===== src/rtl/inst_fetch.sv =====
// inst_fetch: instruction fetch stage feeding the decoder.
// Holds the PC and issues single-outstanding requests to instruction memory.
// It presents one instruction at a time and honours decoder stall. A branch
// redirect squashes any fetch that is still in flight.
//
// Ports:
//   I_clk, I_rst             clock, synchronous active-high reset
//   I_en                     fetch enable (sampled in IDLE and when leaving HOLD)
//   I_stall                  decoder not ready; hold current instruction
//   I_branch, I_branch_pc    one-cycle redirect request and its target
//   O_imem_req, O_imem_addr  one-cycle request strobe and word address
//   I_imem_valid, I_imem_data  memory response strobe and data
//   O_inst, O_inst_valid, O_pc  instruction, valid/decoder enable, its PC
module inst_fetch #(
    parameter int                PC_W     = 16,
    parameter int                INST_W   = 16,
    parameter logic [PC_W-1:0]   RESET_PC = '0
) (
    input  logic              I_clk,
    input  logic              I_rst,
    input  logic              I_en,
    input  logic              I_stall,
    input  logic              I_branch,
    input  logic [PC_W-1:0]   I_branch_pc,
    output logic              O_imem_req,
    output logic [PC_W-1:0]   O_imem_addr,
    input  logic              I_imem_valid,
    input  logic [INST_W-1:0] I_imem_data,
    output logic [INST_W-1:0] O_inst,
    output logic              O_inst_valid,
    output logic [PC_W-1:0]   O_pc
);

    typedef enum logic [1:0] {
        IDLE,
        REQ,
        WAIT,
        HOLD
    } state_t;

    state_t              state, state_n;
    logic [PC_W-1:0]     pc, pc_n;
    logic                squash, squash_n;
    logic [INST_W-1:0]   inst, inst_n;
    logic [PC_W-1:0]     inst_pc, inst_pc_n;
    logic                inst_valid, inst_valid_n;

    always_ff @(posedge I_clk) begin
        if (I_rst) begin
            state      <= IDLE;
            pc         <= RESET_PC;
            squash     <= 1'b0;
            inst       <= '0;
            inst_pc    <= '0;
            inst_valid <= 1'b0;
        end else begin
            state      <= state_n;
            pc         <= pc_n;
            squash     <= squash_n;
            inst       <= inst_n;
            inst_pc    <= inst_pc_n;
            inst_valid <= inst_valid_n;
        end
    end

    always_comb begin
        state_n      = state;
        pc_n         = pc;
        squash_n     = squash;
        inst_n       = inst;
        inst_pc_n    = inst_pc;
        inst_valid_n = inst_valid;

        case (state)
            IDLE: begin
                // A redirect while idle only moves the PC; no fetch starts.
                if (I_branch) begin
                    pc_n = I_branch_pc;
                end else if (I_en) begin
                    state_n = REQ;
                end
            end

            REQ: begin
                // The request leaves this cycle regardless; a branch marks
                // its response for discard.
                state_n = WAIT;
                if (I_branch) begin
                    pc_n     = I_branch_pc;
                    squash_n = 1'b1;
                end
            end

            WAIT: begin
                if (I_branch) begin
                    pc_n = I_branch_pc;
                    if (I_imem_valid) begin
                        // Response consumed and dropped now, so nothing is
                        // left to squash; refetch at the target.
                        squash_n = 1'b0;
                        state_n  = REQ;
                    end else begin
                        squash_n = 1'b1;
                    end
                end else if (I_imem_valid) begin
                    if (squash) begin
                        squash_n = 1'b0;
                        state_n  = REQ;
                    end else begin
                        inst_n       = I_imem_data;
                        inst_pc_n    = pc;
                        inst_valid_n = 1'b1;
                        state_n      = HOLD;
                    end
                end
            end

            HOLD: begin
                // Branch wins over stall: the held instruction is dropped.
                if (I_branch) begin
                    inst_valid_n = 1'b0;
                    pc_n         = I_branch_pc;
                    state_n      = REQ;
                end else if (!I_stall) begin
                    inst_valid_n = 1'b0;
                    pc_n         = pc + PC_W'(1);
                    state_n      = I_en ? REQ : IDLE;
                end
            end

            default: state_n = IDLE;
        endcase
    end

    assign O_imem_req   = (state == REQ);
    assign O_imem_addr  = pc;
    assign O_inst       = inst;
    assign O_inst_valid = inst_valid;
    assign O_pc         = inst_pc;

endmodule


===== config.mk =====
export PLATFORM = sky130hd
export DESIGN_NAME = inst_fetch
export DESIGN_NICKNAME = d
export VERILOG_FILES = /design/src/rtl/inst_fetch.sv
export SDC_FILE = /design/constraint.sdc
export NUM_CORES = 1
export LEC_CHECK = 0
export BUFFER_PORTS_ARGS = -buffer_cell sky130_fd_sc_hd__buf_4
export CORE_MARGIN = 5
export CORE_UTILIZATION = 50
export CTS_BUF_LIST = sky130_fd_sc_hd__clkbuf_8
export DETAILED_ROUTE_END_ITERATION = 8
export PLACE_DENSITY_LB_ADDON = 0.2
export SLEW_MARGIN = 20
export SYNTH_ARGS = -nofsm -noshare
export SYNTH_HDL_FRONTEND = slang
export SYNTH_SLANG_ARGS = --single-unit

===== constraint.sdc =====
create_clock -name I_clk -period 2.2 [get_ports I_clk]
set_clock_uncertainty 0.15 [all_clocks]
set_input_delay 0.44 -clock I_clk [delete_from_list [all_inputs] [get_ports I_clk]]
set_output_delay 0.44 -clock I_clk [all_outputs]
set_load 0.03 [all_outputs]

==> flow_summary.json <==
{
  "run_status": "finished, final reports clean",
  "tritoncts": "yes",
  "maxCapViolCount": 0,
  "netlist_top_cells_area": "sky130_fd_sc_hd__dfxtp_1 (45%), sky130_fd_sc_hd__nand2_1 (13%), sky130_fd_sc_hd__a21oi_1 (8.5%)",
  "internal_power_mw": 1.30,
  "floorplan.io_pins": 88,
  "path_class": "flop to flop",
  "whs_ns": 0.223,
  "first_global_vias": 2128,
  "dp_slack_ns": 0.251,
  "synth_nets": 321,
  "worst_slew_margin_rel_pct": 66.1,
  "total_die_area_sq_um": 6040,
  "ys_seq_elements": 52,
  "asyncSetResetFlopFracSynth_pct": 0,
  "total_switching_power_uw": 484,
  "synth.yosys.warnings": 0,
  "final-max-slew-violation-count": 0,
  "worst_slew_pin_slew_ns": 0.503,
  "post_cts.repair.setup_buffers": 0,
  "synth_most_common_cell": "sky130_fd_sc_hd__nand2_1",
  "port-buffer-count": 87,
  "clk_latency_ns": 0.30,
  "postCtsResizedCells": 0,
  "detail_route.wirelength_mm": 5.73,
  "synth_commonest_cells": "sky130_fd_sc_hd__nand2_1 (78), sky130_fd_sc_hd__dfxtp_1 (52), sky130_fd_sc_hd__a21oi_1 (39)",
  "core_sq_um": 4410,
  "data_arrival_time_of_the_critical_path_ns": 2.03,
  "grt_max_degree": 31,
  "max_h_tree_level": 2,
  "initial_core_util_pct": 51.9,
  "final-setup-viol-count": 0,
  "fin_crit_ns": 1.99,
  "synth_enable_flop_cells": 0,
  "synth-seq-area-share_pct": 45.4,
  "power.share.clock_pct": 28.4,
  "synth_cells": 282,
  "final_hold_viol_count": 0,
  "switching_share_pct": 27.1,
  "clock_path_buffers": 2,
  "root_buffer": "sky130_fd_sc_hd__clkbuf_8",
  "hold_path.class": "primary input to flop",
  "drive_gt1_share_pct": 30.3,
  "biggest_fanout_along_the_worst_timing_path": 12,
  "cts.sinks": 52,
  "post_cts_hold_buffer_count": 0,
  "grtUsageTotal_pct": 18.9,
  "finalSetupTns_ns": 0,
  "power_density_nw_per_um2": 587,
  "first_pass_iters": 4,
  "antenna_left": 0,
  "synth_area_leader_cell": "sky130_fd_sc_hd__dfxtp_1",
  "grt_first_pass_wirelength_mm": 9.60,
  "grt_overflow_total": 0,
  "drtIter0Drc": 122,
  "dp_hpwl_mm": 4.20,
  "worst_ep_required_time_ns": 2.24,
  "die_h_um": 77.7,
  "syn_to_final_growth_pct": 32.9,
  "synth.top_cell.area_share_pct": 45.4,
  "nets": 402,
  "remaining_drc_errors": 0,
  "cts_clk_pin_slew_worst_paths_ns": 0.09,
  "power_frac_comb_pct": 15.0,
  "synthFlopType": "sky130_fd_sc_hd__dfxtp_1",
  "rsz_0062_raised_after_global_routing": "no",
  "post_synth_num_cell_types": 49,
  "routed-via-count": 2203,
  "irDropWorstVdd_mv": 0.397,
  "final.setup.worst_slack_ns": 0.207,
  "tritoncts.num_buffers": 5,
  "worstSetupEndpointType": "flop",
  "gpl.final_weighted_congestion": 0.815,
  "antenna_cells_inserted": 0,
  "num-fill-cells": 399,
  "antenna_found_initial": 0,
  "placement_rows": 24,
  "syn_avg_cell_area_sq_um": 8.12,
  "drt-wirelength-per-cell_um": 13.8,
  "power.share.sequential_pct": 56.6,
  "floorplan.die.width_um": 77.7,
  "netlist_area_sq_um": 2290,
  "timing.critical_path.from_type": "flop",
  "routed_via_density": 5.31,
  "timing.final.crit_share_pct": 90.6,
  "max_freq_mhz": 502,
  "power_mw": 1.79,
  "cellLeakagePower_nw": 1.26
}
-- path summary, 6_finish.rpt --
| check | from | to | slack, ns | cells past startpoint |
|---|---|---|---|---|
| hold reg to reg | O_pc[7] | O_pc[7] | 0.31 | 2 |
| setup / recovery | state[0] | O_imem_addr[8] | 0.21 | 4 |
| setup reg to reg | state[0] | O_imem_addr[8] | 0.21 | 4 |
| hold / removal | I_imem_data[4] | O_inst[4] | 0.22 | 3 |
-- final cells by class --
class | count | area (sq um) | area share [%]
Clock buffer | 5 | 68.8 | 2.26
Clock inverter | 2 | 8.76 | 0.288
Inverter | 8 | 30.0 | 0.986
Sequential cell | 52 | 1040 | 34.2
Timing Repair Buffer | 93 | 698 | 22.9
Multi-Input combinational cell | 203 | 1130 | 37.2
Tap cell | 52 | 65.1 | 2.14
-- cells by family after synthesis --
family	Yosys count	synth area share, %
buffers and inverters	27	5.08
AOI/OAI and AO/OA	64	17.5
muxes	3	1.37
xor gates and xnor gates	7	2.68
DFF	52	45.4
adders and majority gates	1	0.546
and+or+nand+nor	128	27.4
-- sequential cells by signal, indices dropped and copies added (netlist names) --
| name | flops |
|---|---|
| O_imem_addr | 16 |
| O_inst | 16 |
| squash | 1 |
| O_pc | 16 |
| O_inst_valid | 1 |
| state | 2 |
-- through the flow --
stage	util [%]	cells	instance area [sq um]
floorplan	-	282	2290
global placement	67.2	408	2970
detailed placement	67.2	408	2970
CTS	69.0	415	3050
global route	69.0	415	3050
finish	69.0	415	3050
-- critical path, stage by stage, from the launching register on --
cell	delay (ns)
sky130_fd_sc_hd__dfxtp_1	0.58
sky130_fd_sc_hd__nand3b_4	0.22
sky130_fd_sc_hd__or4_4	0.60
sky130_fd_sc_hd__o21ai_1	0.22
sky130_fd_sc_hd__o41ai_2	0.11
-- placed cells by master (no fill, tap or decap), types with 3 or more instances in the layout --
master                      n
sky130_fd_sc_hd__a211oi_1   5
sky130_fd_sc_hd__a21oi_1   39
sky130_fd_sc_hd__a311oi_1   3
sky130_fd_sc_hd__buf_4     93
sky130_fd_sc_hd__clkbuf_8   5
sky130_fd_sc_hd__dfxtp_1   52
sky130_fd_sc_hd__inv_1      8
sky130_fd_sc_hd__nand2_1   78
sky130_fd_sc_hd__nand3_1    4
sky130_fd_sc_hd__nor2_1    16
sky130_fd_sc_hd__nor2b_1    3
sky130_fd_sc_hd__nor3_1     4
sky130_fd_sc_hd__nor4_1     6
sky130_fd_sc_hd__o21ai_0    3
sky130_fd_sc_hd__xnor2_1    5
-- metal layers --
| layer | part of all wire (%) | global-route usage, % |
|---|---|---|
| met3 | 6.4 | 4.28 |
| met4 | 0.91 | 6.53 |
| met5 | 0 | 0 |
| met1 | 42 | 22.8 |
| met2 | 51 | 32.9 |
-- power groups by stage --
stage                     Clock [mW]  Sequential, mW  Combinational, mW
after floorplan                    0            1.07              0.108
after global placement             0            1.03              0.266
after detailed placement           0            1.03              0.270
after CTS                      0.516            1.01              0.271
after global routing           0.560            1.02              0.292
final                          0.507            1.01              0.269
Note: power is estimated with default switching activity, not from simulation.
